`src/rtl/hv_wd_pkg.sv`:
```
`default_nettype none
// ============================================================================
//  Module      : hv_wd_pkg
//  Description : Shared state encodings and default timing parameters for the
//                HV watchdog supervisor.
//  Revision    : 1.0 - initial release
// ============================================================================
package hv_wd_pkg;

   // Default timing: missed ticks before warning/trip, discharge hold cycles
   localparam int unsigned C_WARN_TICKS_DEF = 4;
   localparam int unsigned C_TRIP_TICKS_DEF = 8;
   localparam int unsigned C_DIS_CYC_DEF    = 16;

   // Supervisor states, encoding is visible on the state output
   typedef enum logic [1:0] {
      ST_IDLE = 2'd0,
      ST_RUN  = 2'd1,
      ST_WARN = 2'd2,
      ST_TRIP = 2'd3
   } hv_wd_state_e;

endpackage : hv_wd_pkg
`default_nettype wire

```
`src/rtl/hv_wd_dis_timer.sv`:
```
`default_nettype none
// ============================================================================
//  Module      : hv_wd_dis_timer
//  Description : 8-bit discharge down-counter. Loaded on trip entry, counts
//                down to zero and flags done while at zero.
//  Revision    : 1.0 - initial release
// ============================================================================
module hv_wd_dis_timer
   import hv_wd_pkg::*;
(
   input  logic       adc_clk,
   input  logic       rst_n,
   input  logic       load,
   input  logic [7:0] load_val,
   output logic       done
);

   logic [7:0] r_count;

   // Load has priority; otherwise count down and park at zero
   always_ff @(posedge adc_clk or negedge rst_n) begin
      if (!rst_n) begin
         r_count <= 8'd0;
      end else if (load) begin
         r_count <= load_val;
      end else if (r_count != 8'd0) begin
         r_count <= r_count - 8'd1;
      end
   end

   assign done = (r_count == 8'd0);

endmodule : hv_wd_dis_timer
`default_nettype wire

```
`src/rtl/hv_wd_supervisor.sv`:
```
`default_nettype none
// ============================================================================
//  Module      : hv_wd_supervisor
//  Description : HV enable supervisor. Counts watchdog ticks without a
//                firmware kick, warns, then trips HV off with a timed
//                discharge and a sticky fault that needs a gated clear.
//  Revision    : 1.0 - initial release
// ============================================================================
module hv_wd_supervisor
   import hv_wd_pkg::*;
#(
   parameter int unsigned WARN_TICKS = C_WARN_TICKS_DEF,
   parameter int unsigned TRIP_TICKS = C_TRIP_TICKS_DEF,
   parameter int unsigned DIS_CYC    = C_DIS_CYC_DEF
)(
   input  logic       adc_clk,
   input  logic       rst_n,
   input  logic       tick,
   input  logic       arm,
   input  logic       kick,
   input  logic       clr_fault,
   output logic       hv_en,
   output logic       warn,
   output logic       fault,
   output logic       discharge,
   output logic [1:0] state,
   output logic [3:0] miss_cnt,
   output logic [7:0] trip_cnt
);

   localparam logic [3:0] C_WARN    = 4'(WARN_TICKS);
   localparam logic [3:0] C_TRIP    = 4'(TRIP_TICKS);
   localparam logic [7:0] C_DIS_LD  = 8'(DIS_CYC - 1);

   hv_wd_state_e r_state;
   logic [3:0]   r_miss;
   logic [7:0]   r_trip_cnt;
   logic         r_hv_en;
   logic         r_warn;
   logic         r_fault;
   logic         r_discharge;

   logic [3:0]   w_miss_inc;
   logic         w_trip_entry;
   logic         w_dis_done;

   // Candidate miss count for a tick without kick (never overflows: miss < TRIP <= 15)
   assign w_miss_inc   = r_miss + 4'd1;
   // Same condition the FSM uses to enter TRIP; drives the timer load
   assign w_trip_entry = (r_state == ST_WARN) && arm && !kick && tick && (w_miss_inc == C_TRIP);

   hv_wd_dis_timer u_dis_timer (
      .adc_clk  (adc_clk),
      .rst_n    (rst_n),
      .load     (w_trip_entry),
      .load_val (C_DIS_LD),
      .done     (w_dis_done)
   );

   // Supervisor FSM with all outputs registered alongside the state
   always_ff @(posedge adc_clk or negedge rst_n) begin
      if (!rst_n) begin
         r_state     <= ST_IDLE;
         r_miss      <= 4'd0;
         r_trip_cnt  <= 8'd0;
         r_hv_en     <= 1'b0;
         r_warn      <= 1'b0;
         r_fault     <= 1'b0;
         r_discharge <= 1'b0;
      end else begin
         case (r_state)
            ST_IDLE: begin
               r_miss <= 4'd0;
               if (arm) begin
                  r_state <= ST_RUN;
                  r_hv_en <= 1'b1;
               end
            end
            ST_RUN, ST_WARN: begin
               if (!arm) begin
                  // Disarm wins over everything and is not a fault
                  r_state <= ST_IDLE;
                  r_miss  <= 4'd0;
                  r_hv_en <= 1'b0;
                  r_warn  <= 1'b0;
               end else if (kick) begin
                  r_state <= ST_RUN;
                  r_miss  <= 4'd0;
                  r_warn  <= 1'b0;
               end else if (tick) begin
                  r_miss <= w_miss_inc;
                  if (r_state == ST_RUN && w_miss_inc == C_WARN) begin
                     r_state <= ST_WARN;
                     r_warn  <= 1'b1;
                  end else if (w_trip_entry) begin
                     r_state     <= ST_TRIP;
                     r_hv_en     <= 1'b0;
                     r_warn      <= 1'b0;
                     r_fault     <= 1'b1;
                     r_discharge <= 1'b1;
                     if (r_trip_cnt != 8'hFF) begin
                        r_trip_cnt <= r_trip_cnt + 8'd1;
                     end
                  end
               end
            end
            ST_TRIP: begin
               // Timer reaching zero ends the discharge window
               if (r_discharge && w_dis_done) begin
                  r_discharge <= 1'b0;
               end
               // Clear only once discharged and disarmed; otherwise dropped
               if (clr_fault && !r_discharge && !arm) begin
                  r_state <= ST_IDLE;
                  r_fault <= 1'b0;
                  r_miss  <= 4'd0;
               end
            end
         endcase
      end
   end

   assign state     = r_state;
   assign miss_cnt  = r_miss;
   assign trip_cnt  = r_trip_cnt;
   assign hv_en     = r_hv_en;
   assign warn      = r_warn;
   assign fault     = r_fault;
   assign discharge = r_discharge;

endmodule : hv_wd_supervisor
`default_nettype wire
```
`config.mk`:
```
export PLATFORM = sky130hd
export DESIGN_NAME = hv_wd_supervisor
export DESIGN_NICKNAME = d
export VERILOG_FILES = /design/src/rtl/hv_wd_pkg.sv /design/src/rtl/hv_wd_dis_timer.sv /design/src/rtl/hv_wd_supervisor.sv
export SDC_FILE = /design/constraint.sdc
export NUM_CORES = 1
export LEC_CHECK = 0
export CORE_MARGIN = 1
export CORE_UTILIZATION = 56
export DETAILED_ROUTE_END_ITERATION = 6
export PLACE_DENSITY_LB_ADDON = 0.15
export REMOVE_ABC_BUFFERS = 1
export SKIP_CTS_REPAIR_TIMING = 1
export SLEW_MARGIN = 20
export SYNTH_ARGS = -nofsm -noshare
export SYNTH_HDL_FRONTEND = slang
export SYNTH_SLANG_ARGS = --single-unit
```
`constraint.sdc`:
```
create_clock -name adc_clk -period 3.2 [get_ports adc_clk]
set_clock_uncertainty 0.1 [all_clocks]
set_input_delay 0.32 -clock adc_clk [delete_from_list [all_inputs] [get_ports adc_clk]]
set_output_delay 0.32 -clock adc_clk [all_outputs]
set_load 0.01 [all_outputs]
```
==> implementation parameters, run 1 <==
Parameter                              Value

Finish
  Number of standard cells in the layout, taps in and fillers out ... between 200 and 250
  Antenna cells ... 0
  Area delta synth->final ... 19.5%
  Post-layout utilization of the core ... 0.729
  Count of nets after finishing ... 198
  Layout cells sized above 1 ... 0.0722

Timing
  Worst Max-Slew Pin Slew ... ~0.58 ns
  Setup repair after global routing missed its margin ... no
  Final sum of negative setup slack ... 0 ns
  Slew Limit Fails ... 0
  Final setup violation count ... 0
  Final clock period utilization by the worst path ... 0.802
  Highest clock frequency the design can meet ... approximately 0.39 GHz
  Worst rel slew slack ... 0.615
  Post-Route Hold Slack ... 0.243 ns
  Final Hold Viols ... 0
  Final Critical Period ... ~2.6 ns

Logic synthesis
  Mean Syn Cell Area ... a little over 10 µm²
  Sequential share of the synthesized area ... 0.419
  Area fraction in compound gates after synthesis ... 0.175
  Fraction of synthesized cell area in xor and xnor cells ... 0.0620
  Yosys top cell by area ... dfrtp_1
  Multiplexer share of the synthesized area ... 0.0137
  Dominant combinational cell family by area after synthesis ... simple AND/OR/NAND/NOR gates
  Netlist area before placement ... approximately 1600 µm²
  Post-Synthesis Cells ... between 150 and 200
  Simple-gate share of the synthesized area ... 0.207
  Commonest cells in the synthesized netlist ... dfrtp_1 (26), nand2_1 (12), ha_1 (11), inv_1 (11), xnor2_1 (9)
  Unique masters post-synth ... 49
  Fraction of registers with async set/reset ... 1.00
  Fraction of synthesized cell area taken by the top area cell type ... 0.419
  Top-count cell post-synth ... dfrtp_1
  Number of warnings reported in the yosys synthesis log ... 0
  Cell types with the largest area share after synthesis ... dfrtp_1 (42%), ha_1 (8.9%), xnor2_1 (5.1%), nand2_1 (2.9%), inv_1 (2.7%)
  Adder and majority gate portion of the synthesized area ... 0.0886
  Prevailing post-synth register cell ... dfrtp_1
  EDFF count, synth ... 0
  Number of synthesized register bits ... 26

GRT
  Antenna violations before repair ... 0
  Aggregate global routing overflow ... 0
  Via count of the first global-routing pass ... approximately 1,100
  Pin count of the biggest net entering global routing ... 27
  Overall Global Routing Usage ... 0.221
  First-pass GRT wire length ... about 4800 µm

Floorplan
  Site Rows ... 18
  Vertical die dimension ... between 50 and 60 µm
  Core region area ... between 2000 and 3000 µm²
  Overall die area ... about 3000 µm²
  Number of I/O pins ... 24
  Initial cell density of the core ... 0.610
  Die X-Extent ... approximately 55 µm

Clock tree
  Clock tree from TritonCTS ... built
  Clock Root Buffer ... clkbuf_4
  Worst-Skew Late Latency ... between 0.3 and 0.4 ns
  Number of buffers on the longest clock path ... 2
  Number of clock buffers inserted by TritonCTS ... 3
  Maximum level of the CTS H-tree ... 1
  Number of sinks on the clock net ... 26
  Reg clk slew, reported paths ... 0.14 ns

Worst setup path
  Worst Setup EP ... trip_cnt[1]
  CP Depth ... 6
  Crit path kind ... register to register
  CP Launch Point ... state[0]
  Cell family with the largest share of critical-path delay ... compound AO/OA/AOI/OAI gates
  Worst-path maximum fanout ... 9
  CP max-delay cell ... a211oi_2
  Count of buffer and inverter cells on the critical path ... 1
  Startpoint type of the worst setup path ... register
  Critical-path cell list ... inv_1, ha_1, and3b_1, nand2_1, a211oi_2, mux2_1
  Data arrival, critical path ... 2.68 ns
  Setup slack, reg-to-reg ... roughly 0.63 ns
  Critical Path RT ... around 3.3 ns
  Worst flop-to-flop path endpoint ... trip_cnt[1]
  Length in cells of the worst reg-to-reg path ... 6
  Peak per-stage delay on the critical path ... between 0.5 and 0.6 ns
  Kind of end point of the critical path ... register
  Crit Reg-Reg Startpoint ... state[0]

Drt
  Via total after detailed routing ... 1,234
  Count of TritonRoute iterations in the first routing pass ... 4
  Via density per instance ... between 5 and 6
  Average wire per cell in the routed design ... 14.4 µm
  Wire length reported by the detailed router ... 3030 µm
  Number of DRC markers after the initial detailed-route iteration ... 43
  Total DRC errors in the routed layout ... 0
  Antenna Nets Post-Route ... 0

Hold path
  Hold Path Class ... input pin to asynchronous set/reset pin

Job
  Number of violations of the max-capacitance limit ... 0

Power and ir drop
  Cell Pwr Density ... ~380 nW/µm²
  Total leakage power ... between 0.7 and 0.8 nW
  VDD IR-drop max ... roughly 0.00025 V

Placement
  Placed Cells ... ~200
  Post-DP HPWL ... about 2200 µm
  # port buffers ... 23
  Routability congestion estimate ... 0.883

Outcome
  Result of the run ... finished, final reports clean
[state kept, by name (all words and copies together), names as in the netlist]
signal and cells:
miss_cnt 4, warn 1, state 2, u_dis_timer.r_count 8
hv_en 1, trip_cnt 8, fault 1, discharge 1
[logic make-up after synthesis]
kind of cell,Yosys count
buffers and inverters,14
xor gates and xnor gates,11
DFF,26
and+or+nand+nor,54
muxes,2
AOI/OAI and AO/OA,36
adders and majority gates,11
[worst min-delay path by stage]
stage / from / to / slack (ns) / cells past startpoint
finish: rst_n / miss_cnt[0] / 0.24 / 2
global route: rst_n / miss_cnt[1] / 0.29 / 2
CTS: rst_n / miss_cnt[1] / 0.25 / 2
detailed placement: trip_cnt[5] / trip_cnt[5] / 0.39 / 1
global placement: trip_cnt[7] / trip_cnt[7] / 0.38 / 1
floorplan: rst_n / discharge / -0.08 / 0
[metal layers]
| metal | GRT usage | vias to the layer above | share of wire |
|---|---|---|---|
| met4 | 0.0513 | 0 | 0.0043 |
| met2 | 0.353 | 40 | 0.48 |
| met3 | 0.0444 | 2 | 0.046 |
| met1 | 0.305 | 577 | 0.47 |
| li1 | - | 615 | - |
| met5 | 0 | - | 0 |
[metrics by stage]
stage | power, W | worst slack (ns) | area, µm²
after floorplan | 0.000468 | 0.904 | 1540
after detailed placement | 0.000540 | 0.673 | 1820
after global placement | 0.000532 | 0.802 | 1820
after global routing | 0.000738 | 0.502 | 1860
final | 0.000699 | 0.635 | 1860
after CTS | 0.000705 | 0.652 | 1860
[report_power, final]
part | switching, W | leakage (nW) | total (W) | internal, W
Combinational | 0.0000972 | 0.446 | 0.000175 | 0.0000777
Sequential | 0.0000150 | 0.327 | 0.000358 | 0.000343
Clock | 0.0000969 | 0.0210 | 0.000166 | 0.0000695
Total | 0.000209 | 0.794 | 0.000699 | 0.000490
[cell type report]
type,count,area [µm²]
fill,208,689
sequential,26,651
timing repair buffer,24,238
multi-input combinational,114,848
inverter,12,45.0
clock buffer,4,36.3
tap,30,37.5
[placed cells by master, fill, tap and decap left out, drive strengths merged, types with 2 or more instances in the layout]
master / n
nor3: 3
o21ai: 12
a21oi: 6
and4: 3
and3b: 3
clkbuf: 4
nand3: 3
ha: 11
clkdlybuf4s50: 23
or3: 3
xnor2: 9
xor2: 2
or4: 2
nand2: 12
nor2: 10
nand2b: 2
o311ai: 2
nand4: 4
dfrtp: 26
and3: 3
o211ai: 3
inv: 11
Power figures use the tool's default switching activity.
==> inputs of run 2 (changes only) <==
--- a/config.mk
+++ b/config.mk
@@ -6,7 +6,7 @@
 export NUM_CORES = 1
 export LEC_CHECK = 0
 export CORE_MARGIN = 1
-export CORE_UTILIZATION = 56
+export CORE_UTILIZATION = 48
 export DETAILED_ROUTE_END_ITERATION = 6
 export PLACE_DENSITY_LB_ADDON = 0.15
 export REMOVE_ABC_BUFFERS = 1
==> constraint.sdc (replaced) <==
create_clock -name adc_clk -period 2.1 [get_ports adc_clk]
set_clock_uncertainty 0.1 [all_clocks]
set_input_delay 0.21 -clock adc_clk [delete_from_list [all_inputs] [get_ports adc_clk]]
set_output_delay 0.21 -clock adc_clk [all_outputs]
set_load 0.01 [all_outputs]
==> run 2 against run 1 <==
Die area increased by 16%. Maximum frequency up 24%. Non-clock buffer count up 23. Total power increased by 74%. Register-to-register slack worse by 0.61 ns. Critical path type unchanged. Wire length up 19%. First-iteration DRC count is 91% higher. Via count grew 9.4%. Worst setup slack got worse by 0.61 ns. Critical path depth stayed put.
==> implementation parameters, run 2 (synthesis results as in run 1) <==
Parameter                              Value

Power and ir drop
  Net Switching ... 0.000346 W (+65%)
  Register share of total power ... 0.442 (-0.070)
  Cell Pwr Density ... 571 nW/µm² (+52%)
  Clock share of power ... 0.286 (+0.048)
  VDD IR-drop max ... 0.000261 V (+3.3%)
  Total leakage power ... 0.924 nW (+16%)
  Internal power component ... 0.000869 W (+77%)
  Proportion of power drawn by combinational gates ... 0.272 (+0.022)
  Switching part of the total power ... 0.285 (-0.0143)
  Post-layout power ... 0.00122 W (+74%)

Timing
  Final setup violation count ... 0 (unchanged)
  Worst rel slew slack ... 0.782 (+0.168)
  Final Hold Viols ... 0 (unchanged)
  Final Critical Period ... 2.07 ns (-0.494 ns)
  Slew Limit Fails ... 0 (unchanged)
  Post-Route Hold Slack ... 0.110 ns (-0.133 ns)
  Setup repair after global routing missed its margin ... yes
  Highest clock frequency the design can meet ... 0.483 GHz (+24%)
  Final clock period utilization by the worst path ... 0.986 (+0.185)
  Worst Max-Slew Pin Slew ... 0.321 ns (-0.255 ns)
  Post-route setup slack ... 0.0289 ns (-0.606 ns)

GRT
  First-pass GRT wire length ... 5690 µm (+20%)
  Antenna violations before repair ... 0 (unchanged)
  Via count of the first global-routing pass ... 1,296 (+19%)
  Pin count of the biggest net entering global routing ... 27 (unchanged)
  Overall Global Routing Usage ... 0.218 (-0.00365)
  Aggregate global routing overflow ... 0 (unchanged)

Worst setup path
  Peak per-stage delay on the critical path ... 0.47 ns (-0.06 ns)
  Length in cells of the worst reg-to-reg path ... 6 (unchanged)
  CP max-delay cell ... dfrtp_1
  Cell family with the largest share of critical-path delay ... simple AND/OR/NAND/NOR gates
  Worst-path maximum fanout ... 5 (-4)
  Data arrival, critical path ... 2.19 ns (-0.49 ns)
  Critical-path cell list ... ha_2, nor4bb_4, and3_4, nor2_4, a311o_1, a32o_1
  Count of buffer and inverter cells on the critical path ... 0 (-1)
  Crit path kind ... register to register
  Kind of end point of the critical path ... register
  CP Depth ... 6 (unchanged)
  Critical Path RT ... 2.22 ns (-1.10 ns)
  Startpoint type of the worst setup path ... register

Drt
  Via density per instance ... 5.47 (-7.0%)
  Average wire per cell in the routed design ... 14.6 µm (+1.4%)
  Count of TritonRoute iterations in the first routing pass ... 4 (unchanged)
  Wire length reported by the detailed router ... 3620 µm (+19%)
  Number of DRC markers after the initial detailed-route iteration ... 82 (+91%)
  Via total after detailed routing ... 1,350 (+9.4%)
  Antenna Nets Post-Route ... 0 (unchanged)
  Total DRC errors in the routed layout ... 0 (unchanged)

Floorplan
  Overall die area ... 3470 µm² (+16%)
  Site Rows ... 20 (+2)
  Die X-Extent ... 58.9 µm (+7.7%)
  Vertical die dimension ... 58.9 µm (+7.7%)
  Initial cell density of the core ... 0.509 (-0.102)
  Core region area ... 3050 µm² (+20%)
  Number of I/O pins ... 24 (unchanged)

Placement
  # port buffers ... 23 (unchanged)
  Routability congestion estimate ... 0.833 (-5.6%)
  Post-DP HPWL ... 2550 µm (+13%)
  Worst Setup Slack post-DPL ... -0.0257 ns (-0.699 ns)

Finish
  Count of nets after finishing ... 221 (+12%)
  Antenna cells ... 0 (unchanged)
  Count of fill cells added during filler insertion ... 263 (+26%)
  Layout cells sized above 1 ... 0.222 (+0.149)
  Most frequent standard cell in the layout excluding fill and tap cells ... dfrtp_1
  Leading cell types in the layout, fill and taps excluded ... dfrtp_1 (26), clkdlybuf4s50_1 (23), buf_4 (23)
  Area delta synth->final ... 37.1%

Outcome
  Result of the run ... finished, final reports clean

Clock tree
  Worst-Skew Late Latency ... 0.33 ns (about the same)
  Number of sinks on the clock net ... 26 (unchanged)
  Clock Root Buffer ... clkbuf_4
  Reg clk slew, reported paths ... 0.16 ns (+0.02 ns)
  Clock tree from TritonCTS ... built
  Number of buffers on the longest clock path ... 2 (unchanged)
  Number of clock buffers inserted by TritonCTS ... 3 (unchanged)
  Maximum level of the CTS H-tree ... 1 (unchanged)

Hold path
  Hold Path Class ... input pin to asynchronous set/reset pin

Job
  Number of violations of the max-capacitance limit ... 0 (unchanged)
[run 2: changes by cell type in the layout (fill, tap and decap cells not counted), sizes merged]
cell | before | now
buf | 1 | 24
bufinv | 0 | 1
clkbuf | 4 | 3
[run 2: area by class of cell]
type	count	area, µm²	area share
multi-input cells	114	911	0.428
clock buffers	3	22.5	0.0106
repair buffers	47	414	0.195
well taps	44	55.1	0.0259
inverters	12	45.0	0.0212
clock inverters	1	30.0	0.0141
flip-flops and latches	26	651	0.306
[run 2: path summary, 6_finish.rpt]
check / startpoint / end / slack [ns]
worst max-delay path: miss_cnt[0] / state[1] / 0.03
worst min-delay path: rst_n / miss_cnt[2] / 0.11
worst max register to register: miss_cnt[0] / state[1] / 0.03
worst min register to register: trip_cnt[7] / trip_cnt[7] / 0.40
max in group asynchronous: rst_n / u_dis_timer.r_count[0] / 1.52
min in group adc_clk: trip_cnt[7] / trip_cnt[7] / 0.40
[run 2: per-stage QoR]
stage | std cells | util | TNS (ns) | instance area, µm²
after floorplan | 152 | - | -0.986 | 1540
after global placement | 237 | 0.643 | 0 | 1960
after detailed placement | 237 | 0.643 | -0.0384 | 1960
after CTS | 241 | 0.661 | -0.177 | 2020
after global routing | 247 | 0.697 | -0.170 | 2130
final | 247 | 0.697 | 0 | 2130
[run 2: power groups by stage]
stage / clock network [W] / registers [W] / logic [W]
after floorplan: 0 / 0.000563 / 0.000150
after global placement: 0 / 0.000543 / 0.000312
after detailed placement: 0 / 0.000544 / 0.000321
after CTS: 0.000357 / 0.000534 / 0.000323
after global routing: 0.000375 / 0.000539 / 0.000365
final: 0.000348 / 0.000537 / 0.000330
[run 2: metal layers]
metal	GRT usage	part of all wire	vias up
met1	0.267	0.45	656
met2	0.398	0.51	32
li1	-	-	658
met5	0	0	-
met4	0.0714	0.0075	0
met3	0.0220	0.035	4
